## config.mk

```make
export PLATFORM = sky130hd
export DESIGN_NAME = tick_cascade_cnt
export DESIGN_NICKNAME = d
export VERILOG_FILES = /design/src/rtl/cascade_pkg.sv /design/src/rtl/mod_wrap_cnt.sv /design/src/rtl/tick_cascade_cnt.sv
export SDC_FILE = /design/constraint.sdc
export NUM_CORES = 1
export LEC_CHECK = 0
export ABC_CLOCK_PERIOD_IN_PS = 3500
export CORE_MARGIN = 2
export CORE_UTILIZATION = 56
export DETAILED_ROUTE_END_ITERATION = 16
export DONT_BUFFER_PORTS = 1
export GPL_TIMING_DRIVEN = 1
export PLACE_DENSITY = 0.71
export SKIP_CTS_REPAIR_TIMING = 1
export SLEW_MARGIN = 10
export SYNTH_ARGS = -nofsm -noshare
export SYNTH_HDL_FRONTEND = slang
export SYNTH_SLANG_ARGS = --single-unit
```

## constraint.sdc

```tcl
create_clock -name clk -period 3.5 [get_ports clk]
set_input_delay 0.35 -clock clk [delete_from_list [all_inputs] [get_ports clk]]
set_output_delay 0.35 -clock clk [all_outputs]
set_load 0.1 [all_outputs]
```

## src/rtl/cascade_pkg.sv

```systemverilog
// ============================================================================
// Module   : cascade_pkg
// Brief    : Shared state encoding and default widths for tick_cascade_cnt.
// Revision : 1.0
// ============================================================================
`default_nettype none

package cascade_pkg;

    localparam int CNT_W_DEF = 4;
    localparam int RND_W_DEF = 4;

    typedef enum logic [1:0] {
        ST_IDLE = 2'd0,
        ST_RUN  = 2'd1,
        ST_DONE = 2'd2
    } state_e;

endpackage

`default_nettype wire

```

## src/rtl/mod_wrap_cnt.sv

```systemverilog
// ============================================================================
// Module   : mod_wrap_cnt
// Brief    : Enable-plus-clear modulo counter; wrap flags the enabled last step.
// Revision : 1.0
// ============================================================================
`default_nettype none

module mod_wrap_cnt #(
    parameter int W = 4
) (
    input  logic         clk,
    input  logic         rst,
    input  logic         clr,
    input  logic         en,
    input  logic [W-1:0] modulus,
    output logic [W-1:0] cnt,
    output logic         wrap
);

    localparam logic [W-1:0] C_ONE = W'(1);

    logic [W-1:0] cnt_q;
    logic [W-1:0] cnt_d;

    always_comb begin
        wrap  = en && !clr && (cnt_q == modulus - C_ONE);
        cnt_d = cnt_q;
        if (clr || wrap) begin
            cnt_d = '0;
        end else if (en) begin
            cnt_d = cnt_q + C_ONE;
        end
    end

    always_ff @(posedge clk or posedge rst) begin
        if (rst) begin
            cnt_q <= '0;
        end else begin
            cnt_q <= cnt_d;
        end
    end

    assign cnt = cnt_q;

endmodule

`default_nettype wire

```

## src/rtl/tick_cascade_cnt.sv

```systemverilog
// ============================================================================
// Module   : tick_cascade_cnt
// Brief    : Second-stage tick counter running a latched number of rounds.
// Revision : 1.0
// ============================================================================
`default_nettype none

module tick_cascade_cnt
    import cascade_pkg::*;
#(
    parameter int CNT_W = CNT_W_DEF,
    parameter int RND_W = RND_W_DEF
) (
    input  logic             clk,
    input  logic             rst,
    input  logic             tick_in,
    input  logic             start,
    input  logic             stop,
    input  logic [CNT_W-1:0] ceil,
    input  logic [RND_W-1:0] rounds,
    output logic [CNT_W-1:0] cnt,
    output logic             co,
    output logic             busy,
    output logic             done
);

    state_e             state_q, state_d;
    logic [CNT_W-1:0]   ceil_q, ceil_d;
    logic [RND_W-1:0]   rounds_q, rounds_d;
    logic               co_q, co_d;
    logic               busy_q, busy_d;
    logic               done_q, done_d;

    logic               in_run;
    logic               start_ok;
    logic               cnt_clr;
    logic               tick_en;
    logic               tick_wrap;
    logic               rnd_wrap;
    // The round index lives inside its counter; only its wrap ends the run.
    logic [RND_W-1:0]   rnd_idx_unused;

    assign in_run   = (state_q == ST_RUN);
    assign start_ok = (state_q == ST_IDLE) && start && !stop
                      && (ceil != '0) && (rounds != '0);
    assign cnt_clr  = start_ok || (in_run && stop);
    assign tick_en  = in_run && !stop && tick_in;

    mod_wrap_cnt #(.W(CNT_W)) u_tick_cnt (
        .clk     (clk),
        .rst     (rst),
        .clr     (cnt_clr),
        .en      (tick_en),
        .modulus (ceil_q),
        .cnt     (cnt),
        .wrap    (tick_wrap)
    );

    mod_wrap_cnt #(.W(RND_W)) u_rnd_cnt (
        .clk     (clk),
        .rst     (rst),
        .clr     (cnt_clr),
        .en      (tick_wrap),
        .modulus (rounds_q),
        .cnt     (rnd_idx_unused),
        .wrap    (rnd_wrap)
    );

    always_comb begin
        state_d  = state_q;
        ceil_d   = ceil_q;
        rounds_d = rounds_q;
        co_d     = tick_wrap;
        done_d   = rnd_wrap;
        case (state_q)
            ST_IDLE: begin
                if (start_ok) begin
                    ceil_d   = ceil;
                    rounds_d = rounds;
                    state_d  = ST_RUN;
                end
            end
            ST_RUN: begin
                if (stop) begin
                    state_d = ST_IDLE;
                end else if (rnd_wrap) begin
                    state_d = ST_DONE;
                end
            end
            ST_DONE: state_d = ST_IDLE;
            default: state_d = ST_IDLE;
        endcase
        busy_d = (state_d == ST_RUN);
    end

    always_ff @(posedge clk or posedge rst) begin
        if (rst) begin
            state_q  <= ST_IDLE;
            ceil_q   <= '0;
            rounds_q <= '0;
            co_q     <= 1'b0;
            busy_q   <= 1'b0;
            done_q   <= 1'b0;
        end else begin
            state_q  <= state_d;
            ceil_q   <= ceil_d;
            rounds_q <= rounds_d;
            co_q     <= co_d;
            busy_q   <= busy_d;
            done_q   <= done_d;
        end
    end

    assign co   = co_q;
    assign busy = busy_q;
    assign done = done_q;

endmodule

`default_nettype wire

```

# Word-level counts from Yosys, hierarchy flattened
# Index checks and enable logic that the tools add are counted.
[word_totals]
reg_bits = 21
output_inout_bits = 7
mem_bits_rw = 0
n_memories = 0
inputBits = 13
latch_bits = 0
romBits = 0
elab_cells = 46
[op_classes]
n_eq_ne = 4
magnitude_cmp = 0
reduce_logical = 22
n_shift = 0
div_mod_pow = 0
bitwise = 0
mux = 8
addsub = 4
n_mul = 0
[op_table]
columns = ["op", "n"]
rows = [
  ["4-bit two-way mux", 4],
  ["1-bit logical AND", 11],
  ["4-bit by 1-bit adder with 4-bit output, second input constant", 2],
  ["4-bit == test", 2],
  ["4-bit nonzero test", 2],
  ["4-bit by 1-bit subtractor with 4-bit output, second input constant", 2],
  ["2-bit two-way mux", 3],
  ["2-bit by 1-bit == test with 1-bit output, second input constant", 2],
  ["2-bit case mux with 2 select lines", 1],
  ["2-bit nonzero test", 2],
  ["1-bit logical OR", 3],
  ["1-bit logical NOT", 2],
  ["2-bit logical NOT", 1],
  ["2-bit AND reduction", 1],
]

# Depth between registers and ports, before layout
# Gate-level depths: netlist of run 1.
[logic_depth]
word_depth = 15
ltp_mapped = 8
ltp_nobuf = 8

# By module
# A second synthesis of run 1 with hierarchy kept.
[hier_totals]
cells_unflattened = 91
hier_area_um2 = 1067.3
[by_module_without_submodules]
columns = ["module", "seq_area_each_um2", "cells_each", "instances", "area_per_inst_um2"]
rows = [
  ["mod_wrap_cnt", 100.1, 28, 2, 284.0],
  ["tick_cascade_cnt", 325.3, 35, 1, 499.2],
]

# Least setup slack after synthesis of run 1
# No wires, ideal clock.
[synth_path]
path_kind = "flip-flop to flip-flop"
startpoint = "register u_tick_cnt.cnt_q[3] (netlist: u_tick_cnt.cnt[3])"
endpoint = "register u_rnd_cnt.cnt_q[1] (netlist: u_rnd_cnt.cnt[1])"
n_path_buf = 0
synth_period_minus_slack_ns = 1.844
required_ns = 3.418
arrival_time_ns = 1.762
setup_time_ns = 0.082
setup_slack_ns = 1.656
path_stages_with_launch = 7
cell_sequence = "dfrtp_1 > xor2_1 > xnor2_1 > nand3_2 > inv_2 > nand2_1 > o22ai_1"
[synth_between]
elab_chain_cells = 6
word_cells_on_any_way = 7
cone_classes = "eq/ne (1); mux (1); reduce/logical (5)"
[synth_rtl]
columns = ["item", "line", "rtl"]
rows = [
  ["start, declared", "mod_wrap_cnt.sv:22", "logic [W-1:0] cnt_q;"],
  ["start signal, assigned", "mod_wrap_cnt.sv:39", "cnt_q <= cnt_d;"],
  ["4-bit == test (*)", "mod_wrap_cnt.sv:26", "wrap = en && !clr && (cnt_q == modulus - C_ONE);"],
  ["1-bit logical AND (*)", "mod_wrap_cnt.sv:26", ""],
  ["via co_d", "tick_cascade_cnt.sv:30", "logic co_q, co_d;"],
  ["1-bit logical AND (2 in a row)", "mod_wrap_cnt.sv:26", ""],
  ["1-bit logical OR", "mod_wrap_cnt.sv:28", "if (clr || wrap) begin"],
  ["4-bit two-way mux or 2-bit nonzero test (tied branches)", "-", ""],
  ["end signal, assigned", "mod_wrap_cnt.sv:39", ""],
  ["end, declared", "mod_wrap_cnt.sv:22", ""],
]
# The timed path passes the listed nets; every way through them passes the cells marked *.
# A chain may end at the register's enable or synchronous reset.

# Worst setup path in the final report of run 1
[layout_path]
startpoint = "register rounds_q[0]"
endpoint = "register busy_q (netlist: busy)"
[layout_between]
elab_chain_cells = 7
[layout_rtl]
columns = ["item", "line", "rtl"]
rows = [
  ["start, declared", "tick_cascade_cnt.sv:29", "logic [RND_W-1:0] rounds_q, rounds_d;"],
  ["start signal, assigned", "tick_cascade_cnt.sv:107", "rounds_q <= rounds_d;"],
  ["4-bit by 1-bit subtractor with 4-bit output", "mod_wrap_cnt.sv:26", ""],
  ["4-bit == test", "mod_wrap_cnt.sv:26", ""],
  ["1-bit logical AND", "mod_wrap_cnt.sv:26", ""],
  ["via done_d", "tick_cascade_cnt.sv:32", "logic done_q, done_d;"],
  ["2-bit two-way mux", "tick_cascade_cnt.sv:86", "end else if (rnd_wrap) begin"],
  ["2-bit two-way mux", "tick_cascade_cnt.sv:84", "if (stop) begin"],
  ["2-bit case mux with 2 select lines", "tick_cascade_cnt.sv:75", "case (state_q)"],
  ["2-bit by 1-bit == test with 1-bit output", "tick_cascade_cnt.sv:93", "busy_d = (state_d == ST_RUN);"],
  ["via busy_d", "tick_cascade_cnt.sv:31", "logic busy_q, busy_d;"],
  ["end signal, assigned", "tick_cascade_cnt.sv:109", "busy_q <= busy_d;"],
  ["end, declared", "tick_cascade_cnt.sv:31", ""],
]
# The timed path passes the listed nets, and every way through them passes these cells.

==> results of run 1 <==
[power groups by stage]
stage / clock network, uW / registers, uW / logic, uW
final: 115 / 313 / 165
after global routing: 129 / 318 / 182
after CTS: 120 / 313 / 168
after detailed placement: 0 / 317 / 167
after global placement: 0 / 316 / 160
after floorplan: 0 / 336 / 116
[cells by family (layout without fill, tap and decap cells)]
| logic type | after synthesis | count (layout) | share of synthesized area (%) |
|---|---|---|---|
| flops | 21 | 21 | 48.4 |
| compound gates | 7 | 7 | 6.11 |
| simple gates | 33 | 33 | 17.8 |
| xor+xnor | 15 | 15 | 12.1 |
| buf+inv | 8 | 16 | 2.77 |
| fa+ha+maj | 4 | 4 | 4.61 |
| mux | 8 | 8 | 8.19 |
[worst max-delay path, stage by stage, from the launching register on]
cell and delay [ns]:
dfrtp_1 0.41, inv_1 0.07, ha_1 0.20, xor2_1 0.19
xnor2_1 0.13, nand4_1 0.26, nor2_1 0.26, o21ai_0 0.11
[synth_stat cells (all sizes together), types with 2 or more instances]
cell / instances / area (um2)
and4bb: 2 / 28.8
dfrtp: 21 / 526
ha: 4 / 50.1
inv: 8 / 30.0
mux2: 7 / 78.8
nand2: 7 / 28.8
nand3: 6 / 35.0
nand4: 3 / 18.8
nand4b: 2 / 17.5
nor2: 8 / 30.0
nor3: 2 / 10.0
o21ai: 3 / 15.0
xnor2: 5 / 43.8
xor2: 10 / 87.6
[through the flow]
| stage | instances | hold WS, ns | power (uW) |
|---|---|---|---|
| global route | 129 | 0.131 | 629 |
| CTS | 129 | 0.0839 | 600 |
| floorplan | 96 | 0.327 | 452 |
| detailed placement | 125 | 0.422 | 485 |
| global placement | 125 | 0.420 | 476 |
| finish | 129 | 0.0617 | 593 |
[registers in the layout (all words and copies together) (netlist names)]
name	flops
busy	1
ceil_q	4
co	1
done	1
rounds_q	4
state_q	2
u_rnd_cnt.cnt	4
u_tick_cnt.cnt	4
[metal layers]
layer | routed length, um | vias to the layer above | global-route usage (%) | part of all wire [%]
met5 | 0 | - | 0 | 0
met4 | 40 | 0 | 9.73 | 2.1
li1 | - | 354 | - | -
met3 | 110 | 5 | 4.15 | 5.8
met2 | 869 | 24 | 30.7 | 46
met1 | 880 | 351 | 27.2 | 46
[final cells by class]
| class | count | area share (%) |
|---|---|---|
| clock buffer | 4 | 2.24 |
| inverter | 8 | 2.56 |
| multi-input combinational | 67 | 45.1 |
| sequential | 21 | 44.8 |
| tap | 25 | 2.67 |
| timing repair buffer | 4 | 2.56 |
[worst paths after layout]
check / start / to / depth (start not counted)
max in group asynchronous: rst / ceil_q[3] / 1
setup reg to reg: rounds_q[0] / busy / 7
setup / recovery: rounds_q[0] / busy / 7
hold reg to reg: rounds_q[3] / rounds_q[3] / 1
hold / removal: rst / u_tick_cnt.cnt[0] / 1
min in group clk: rounds[1] / rounds_q[1] / 1
==> metrics.cfg, run 1 <==
[final_layout]
fillers = 142
drive_above_1_share_pct = 21.2
antennaDiodeCount = 0
finalInstanceArea_mm2 = 0.00117
final_net_count = 122
final_common_cell = dfrtp_1
syn_to_final_growth_pct = 8.07
multiInputGateArea_um2 = 529
regArea_um2 = 526
final_core_utilization_pct = 65.8
layout_common_cells = dfrtp_1, xor2_1, nor2_1

[timing]
maxSlewViolCount = 0
tns_ns = 0
final_hold_viol_count = 0
fin_ws_ns = 1.74
rsz0062_at_grt = false
slew_headroom_pct = 41.8
skew_ns = 0.00240
setup_viol = 0
post-route-min-period_ns = 1.76
fmax_mhz = 570
worstMarginPinSlew_ns = 0.874
period_share_pct = 50.2

[drt]
vias = 734
vias_per_cell = 5.69
drt-pass1-iter-count = 4
wl_per_cell_um = 14.7
ant_nets = 0
drc = 0
totalWireLength_um = 1900
drtIter0Drc = 7

[clock_tree]
cts_max_level = 1
clk_latency_ns = 0.30
path_clk_slew_ns = 0.11
cts-root-buf = clkbuf_4
clock_sink_count = 21
clockBufferDepth = 2
numCtsBuffers = 3
cts_tree = yes

[placement]
dpl.hpwl_um = 1440
pre_cts_ws_ns = 1.74
dpl_cell_area_mm2 = 0.00115
place.gp.congestion = 0.750
numPortBuffers = 0

[power_and_ir_drop]
power_density_mw_per_mm2 = 505
clock_power_share_pct = 19.4
p_leak_uw = 0.000553
peakVddDrop_uv = 327
p_int_uw = 391
swShare_pct = 33.9
pwr-share-seq_pct = 52.8
p_comb_share_pct = 27.8
p_sw_uw = 201

[critical_path]
ff2ff_setup_slack_ns = 1.74
criticalPathCategory = reg2reg
worstPathArrival_ns = 1.94
crit_path_max_fanout = 7
crit_required_ns = 3.68
critPathLaunchType = flip-flop
worstSetupEndpointType = flip-flop

[run]
maxCapViolCount = 0

[yosys]
mappedNetlistNets = 113
yosysWarnings = 0
syn_inst = 96
syn_area_per_cell_um2 = 11.3
synth_edf_count = 0
synth_seq_cells = 21
synth_flop_cell = dfrtp_1
async_flop_share_pct = 100
syn-cell-area_mm2 = 0.00108
ys_seq_area_share_pct = 48.4
ys_types = 26

[grt]
overflow = 0
antenna_found_initial = 0
grt_pass1_wl_um = 3140
grt.total_usage_pct = 20.1
grt_pass1_vias = 758
grt_start_max_net_pins = 22

[die]
die_h_um = 48.0
core_area_mm2 = 0.00178
die-width_um = 48.0
start_util_pct = 60.8
ios = 20
row_count = 15
die_area_mm2 = 0.00230

[status]
outcome = complete, no violations

[worst_hold_path]
hold_path.class = in2async

Note: power is estimated with default switching activity, not from simulation.
==> run 2, diff against run 1 <==
Settings changed: ABC_CLOCK_PERIOD_IN_PS 3500 to 1500, CORE_UTILIZATION 56 to 54, PLACE_DENSITY 0.71 to 0.72.
Clock period 3.5 ns to 1.5 ns, I/O delays scaled along.
==> metrics.cfg, run 2 (same netlist as run 1, synthesis figures left out) <==
[final_layout]
instances_no_fill = 154  ; was 129
layout_common_cells = dfrtp_1, buf_4, dlygate4sd3_1  ; was dfrtp_1, xor2_1, nor2_1
syn_to_final_growth_pct = 38.9  ; was 8.07%
final_net_count = 145  ; was 122
antennaDiodeCount = 0  ; unchanged
finalInstanceArea_mm2 = 0.00151  ; was 0.00117 mm2
fillers = 122  ; was 142
final_common_cell = dfrtp_1  ; unchanged
drive_above_1_share_pct = 44.9  ; was 21.2%

[critical_path]
worstSetupEndpointType = flip-flop  ; unchanged
cp_slowest_cell = dfrtp_1  ; unchanged
ff2ff_setup_slack_ns = -0.13  ; was 1.74 ns
worstPathArrival_ns = 1.83  ; was 1.94 ns
criticalPathCategory = reg2reg  ; unchanged
cp_num_buf_inv = 2  ; was 1
crit_required_ns = 1.70  ; was 3.68 ns
critPathLaunchType = flip-flop  ; unchanged
slowest_delay_ns = 0.42  ; was 0.41 ns
worstPathCellList = inv_2 > ha_4 > xor2_2 > xnor2_1 > nand4_1 > buf_6 > nor2_4 > o21ai_2  ; was inv_1 > ha_1 > xor2_1 > xnor2_1 > nand4_1 > nor2_1 > o21ai_0
path_delay_family = flip-flops  ; was simple AND/OR/NAND/NOR gates
crit_path_max_fanout = 7  ; unchanged

[clock_tree]
clockBufferDepth = 2  ; unchanged
clock_sink_count = 21  ; unchanged
cts-root-buf = clkbuf_4  ; unchanged
cts_tree = yes  ; unchanged
clk_latency_ns = 0.30  ; about the same
cts_max_level = 1  ; unchanged
numCtsBuffers = 3  ; unchanged
path_clk_slew_ns = 0.12  ; was 0.11 ns

[placement]
numPortBuffers = 0  ; unchanged
dpl.hpwl_um = 1530  ; was 1440 um
dp.cells = 139  ; was 125
dpl_cell_area_mm2 = 0.00125  ; was 0.00115 mm2
place.gp.congestion = 0.786  ; was 0.750

[die]
die_area_mm2 = 0.00238  ; was 0.00230 mm2
row_count = 16  ; was 15
core_area_mm2 = 0.00192  ; was 0.00178 mm2
start_util_pct = 56.4  ; was 60.8%
die_h_um = 48.8  ; was 48.0 um
die-width_um = 48.8  ; was 48.0 um
ios = 20  ; unchanged

[power_and_ir_drop]
p_leak_uw = 0.000671  ; was 0.000553 uW
power_density_mw_per_mm2 = 1070  ; was 505 mW/mm2
peakVddDrop_uv = 986  ; was 327 uV
swShare_pct = 35.6  ; was 33.9%
p_total_uw = 1610  ; was 593 uW
pwr-share-seq_pct = 44.8  ; was 52.8%
p_sw_uw = 573  ; was 201 uW
p_comb_share_pct = 38.3  ; was 27.8%
clock_power_share_pct = 16.9  ; was 19.4%
p_int_uw = 1040  ; was 391 uW

[grt]
grt_start_max_net_pins = 22  ; unchanged
grt_pass1_vias = 819  ; was 758
grt.total_usage_pct = 19.5  ; was 20.1%
grt_pass1_wl_um = 3570  ; was 3140 um
antenna_found_initial = 0  ; unchanged
overflow = 0  ; unchanged

[timing]
fmax_mhz = 612  ; was 570 MHz
fin_ws_ns = -0.134  ; was 1.74 ns
worstMarginPinSlew_ns = 0.302  ; was 0.874 ns
period_share_pct = 109  ; was 50.2%
final_hold_viol_count = 0  ; unchanged
post-route-min-period_ns = 1.63  ; was 1.76 ns
maxSlewViolCount = 0  ; unchanged
rsz0062_at_grt = true  ; was false
skew_ns = 0.00525  ; was 0.00240 ns
slew_headroom_pct = 79.9  ; was 41.8%
setup_viol = 13  ; was 0

[drt]
vias_per_cell = 5.58  ; was 5.69
drt-pass1-iter-count = 4  ; unchanged
drtIter0Drc = 14  ; was 7
ant_nets = 0  ; unchanged
totalWireLength_um = 2510  ; was 1900 um
vias = 859  ; was 734
drc = 0  ; unchanged
wl_per_cell_um = 16.3  ; was 14.7 um

[run]
maxCapViolCount = 0  ; unchanged

[status]
outcome = finished with violations  ; was complete, no violations
violations = setup timing

[worst_hold_path]
hold_path.class = in2reg  ; was in2async

==> run 2: changes by cell type in the layout (fill, tap and decap cells not counted), moves of 3 or more <==
cell | previous run | this run
buf_4 | 4 | 15
dlygate4sd3_1 | 0 | 9
dfrtp_1 | 21 | 17
dfrtp_4 | 0 | 4
buf_6 | 0 | 3
inv_1 | 7 | 4
o21ai_0 | 3 | 0
==> run 2: worst paths after layout <==
check                       startpoint                 to  cells past startpoint
min in group asynchronous          rst                 co                      3
max in group asynchronous          rst  u_tick_cnt.cnt[2]                      3
setup / recovery           rounds_q[0]         state_q[0]                      8
hold reg to reg              ceil_q[3]          ceil_q[3]                      1
setup reg to reg           rounds_q[0]         state_q[0]                      8
hold / removal                    stop               busy                      3
==> run 2: cell type report <==
class / count / area (um2) / area share [%]
timing repair buffer: 27 / 236 / 15.7
tap: 27 / 33.8 / 2.24
clock buffer: 3 / 22.5 / 1.50
inverter: 8 / 35.0 / 2.33
clock inverter: 1 / 5.00 / 0.332
multi-input combinational: 67 / 633 / 42.0
sequential: 21 / 541 / 35.9
==> run 2: stage by stage <==
step | hold WS, ns | setup TNS (ns) | utilization (%) | setup slack [ns]
finish | 0.109 | -0.897 | 78.4 | -0.134
global route | 0.0974 | -1.88 | 78.4 | -0.193
CTS | -0.243 | -1.12 | 66.7 | -0.177
detailed placement | 0.0955 | -0.876 | 65.2 | -0.148
global placement | 0.0857 | -0.301 | 65.2 | -0.0604
floorplan | 0.127 | -0.00299 | - | -0.00299
==> run 2: worst register-to-register path, stage by stage (launching register included) <==
cell	delay, ns
dfrtp_1	0.42
inv_2	0.06
ha_4	0.16
xor2_2	0.17
xnor2_1	0.19
nand4_1	0.13
buf_6	0.17
nor2_4	0.15
o21ai_2	0.08
==> run 2: power by group through the flow <==
stage,Clock (uW),Sequential (uW),Combinational (uW)
CTS,280,707,469
global route,304,734,668
global placement,0,714,454
finish,272,722,618
floorplan,0,789,271
detailed placement,0,718,468
==> run 2: metal layers <==
layer	GRT usage, %	vias up	part of all wire [%]
met1	26.7	431	42
met2	30.8	24	53
met4	8.57	0	1.8
li1	-	397	-
met5	0	-	0
met3	3.07	7	3.3
==> run 3, diff against run 2 <==
Settings changed: CORE_UTILIZATION 54 to 45, PLACE_DENSITY 0.72 to default, SLEW_MARGIN 10 to 20.
==> metrics.cfg, run 3 (same netlist as run 1, synthesis figures left out) <==
[timing]
rsz0062_at_grt = true  ; unchanged
final_hold_viol_count = 0  ; unchanged
tns_ns = -0.337  ; was -0.897 ns
post-route-min-period_ns = 1.57  ; was 1.63 ns
period_share_pct = 105  ; was 109%
maxSlewViolCount = 0  ; unchanged
fmax_mhz = 636  ; was 612 MHz
setup_viol = 12  ; was 13
worstMarginPinSlew_ns = 0.301  ; was 0.302 ns
fin_ws_ns = -0.0732  ; was -0.134 ns
skew_ns = 0.00340  ; was 0.00525 ns
slew_headroom_pct = 79.9  ; about the same
worst_hold_slack_ns = 0.0631  ; was 0.109 ns

[clock_tree]
clk_latency_ns = 0.30  ; about the same
numCtsBuffers = 3  ; unchanged
cts-root-buf = clkbuf_4  ; unchanged
cts_max_level = 1  ; unchanged
cts_tree = yes  ; unchanged
clock_sink_count = 21  ; unchanged
clockBufferDepth = 2  ; unchanged
path_clk_slew_ns = 0.11  ; was 0.12 ns

[power_and_ir_drop]
p_comb_share_pct = 36.8  ; was 38.3%
p_leak_uw = 0.000682  ; was 0.000671 uW
swShare_pct = 33.4  ; was 35.6%
p_sw_uw = 513  ; was 573 uW
p_int_uw = 1020  ; was 1040 uW
peakVddDrop_uv = 713  ; was 986 uV
clock_power_share_pct = 17.0  ; was 16.9%
pwr-share-seq_pct = 46.2  ; was 44.8%
power_density_mw_per_mm2 = 1040  ; was 1070 mW/mm2

[grt]
grt_pass1_vias = 709  ; was 819
grt_start_max_net_pins = 22  ; unchanged
overflow = 0  ; unchanged
grt.total_usage_pct = 16.0  ; was 19.5%
antenna_found_initial = 0  ; unchanged
grt_pass1_wl_um = 3150  ; was 3570 um

[worst_hold_path]
min_path_cells = 3  ; unchanged
hold_path.class = in2reg  ; unchanged

[final_layout]
final_net_count = 150  ; was 145
final_common_cell = buf_4  ; was dfrtp_1
drive_above_1_share_pct = 40.2  ; was 44.9%
syn_to_final_growth_pct = 36.9  ; was 38.9%
antennaDiodeCount = 0  ; unchanged
finalInstanceArea_mm2 = 0.00149  ; was 0.00151 mm2
final_core_utilization_pct = 65.9  ; was 78.4%
layout_common_cells = buf_4, dfrtp_1, xor2_1, dlygate4sd3_1  ; was dfrtp_1, buf_4, dlygate4sd3_1
fillers = 186  ; was 122

[placement]
pre_cts_ws_ns = -0.176  ; was -0.148 ns
place.gp.congestion = 0.782  ; was 0.786
dpl_cell_area_mm2 = 0.00128  ; was 0.00125 mm2
dpl.hpwl_um = 1520  ; was 1530 um
numPortBuffers = 0  ; unchanged

[critical_path]
crit_required_ns = 1.73  ; was 1.70 ns
cp_slowest_cell = dfrtp_1  ; unchanged
critPathLaunchType = flip-flop  ; unchanged
slowest_delay_ns = 0.38  ; was 0.42 ns
worstPathArrival_ns = 1.80  ; was 1.83 ns
ff2ff_setup_slack_ns = -0.07  ; was -0.13 ns
worstPathCellList = inv_2 > ha_4 > xor2_1 > and3_1 > nand3_4 > inv_4 > nand2_2 > o22ai_2  ; was inv_2 > ha_4 > xor2_2 > xnor2_1 > nand4_1 > buf_6 > nor2_4 > o21ai_2
crit_path_max_fanout = 6  ; was 7
criticalPathCategory = reg2reg  ; unchanged
path_delay_family = simple AND/OR/NAND/NOR gates  ; was flip-flops
worstRegToRegCells = 8  ; unchanged
worstSetupEndpointType = flip-flop  ; unchanged
cp.depth = 8  ; unchanged
cp_num_buf_inv = 2  ; unchanged

[drt]
wl_per_cell_um = 12.9  ; was 16.3 um
ant_nets = 0  ; unchanged
totalWireLength_um = 2070  ; was 2510 um
vias = 810  ; was 859
drc = 0  ; unchanged
drtIter0Drc = 1  ; was 14
drt-pass1-iter-count = 2  ; was 4
vias_per_cell = 5.06  ; was 5.58

[die]
ios = 20  ; unchanged
die_h_um = 53.1  ; was 48.8 um
die_area_mm2 = 0.00282  ; was 0.00238 mm2
die-width_um = 53.1  ; was 48.8 um
row_count = 17  ; was 16
start_util_pct = 48.1  ; was 56.4%
core_area_mm2 = 0.00225  ; was 0.00192 mm2

[status]
violations = setup timing  ; unchanged
outcome = finished with violations  ; unchanged

[run]
maxCapViolCount = 0  ; unchanged

## run 3: cell count changes in the layout (fill, tap and decap cells not counted), sizes merged
| cell | before | now |
|---|---|---|
| clkinv | 1 | 0 |
| clkbuf | 3 | 4 |
| buf | 18 | 23 |
## run 3: stage by stage
stage          std cells  total power [uW]
2_1_floorplan         96              1060
3_3_place_gp         143              1170
3_5_place_dp         143              1190
4_1_cts              147              1460
5_1_grt              160              1630
6_report             160              1540
## run 3: worst min-delay path: stages
cell     delay, ns
nor2_1        0.03
nand2_1       0.09
o21ai_1       0.06
## run 3: layer usage
layer	routed length (um)	global-route usage (%)	share of wire, %	vias up
met5	0	0	0	-
met4	32	8.97	1.5	0
met1	1010	21.8	49	379
met2	933	23.5	45	18
met3	90	3.11	4.4	4
li1	-	-	-	409
## run 3: path summary, 6_finish.rpt
| check | startpoint | endpoint |
|---|---|---|
| worst min-delay path | stop | busy |
| max in group asynchronous | rst | u_tick_cnt.cnt[2] |
| worst max register to register | ceil_q[1] | u_rnd_cnt.cnt[1] |
| worst min register to register | ceil_q[3] | ceil_q[3] |
| min in group asynchronous | rst | done |
| worst max-delay path | ceil_q[1] | u_rnd_cnt.cnt[1] |
## run 3: power groups by stage
stage / registers, uW / logic, uW / clock network (uW)
after floorplan: 789 / 271 / 0
after global placement: 717 / 458 / 0
after detailed placement: 720 / 471 / 0
after CTS: 708 / 472 / 276
after global routing: 720 / 608 / 304
final: 710 / 566 / 262
## run 3: layout make-up
type / count / area (um2) / share of cell area [%]
timing repair buffer: 32 / 270 / 18.2
tap: 28 / 35.0 / 2.36
multi-input combinational: 67 / 581 / 39.1
clock buffer: 4 / 26.3 / 1.77
sequential: 21 / 541 / 36.4
inverter: 8 / 32.5 / 2.19
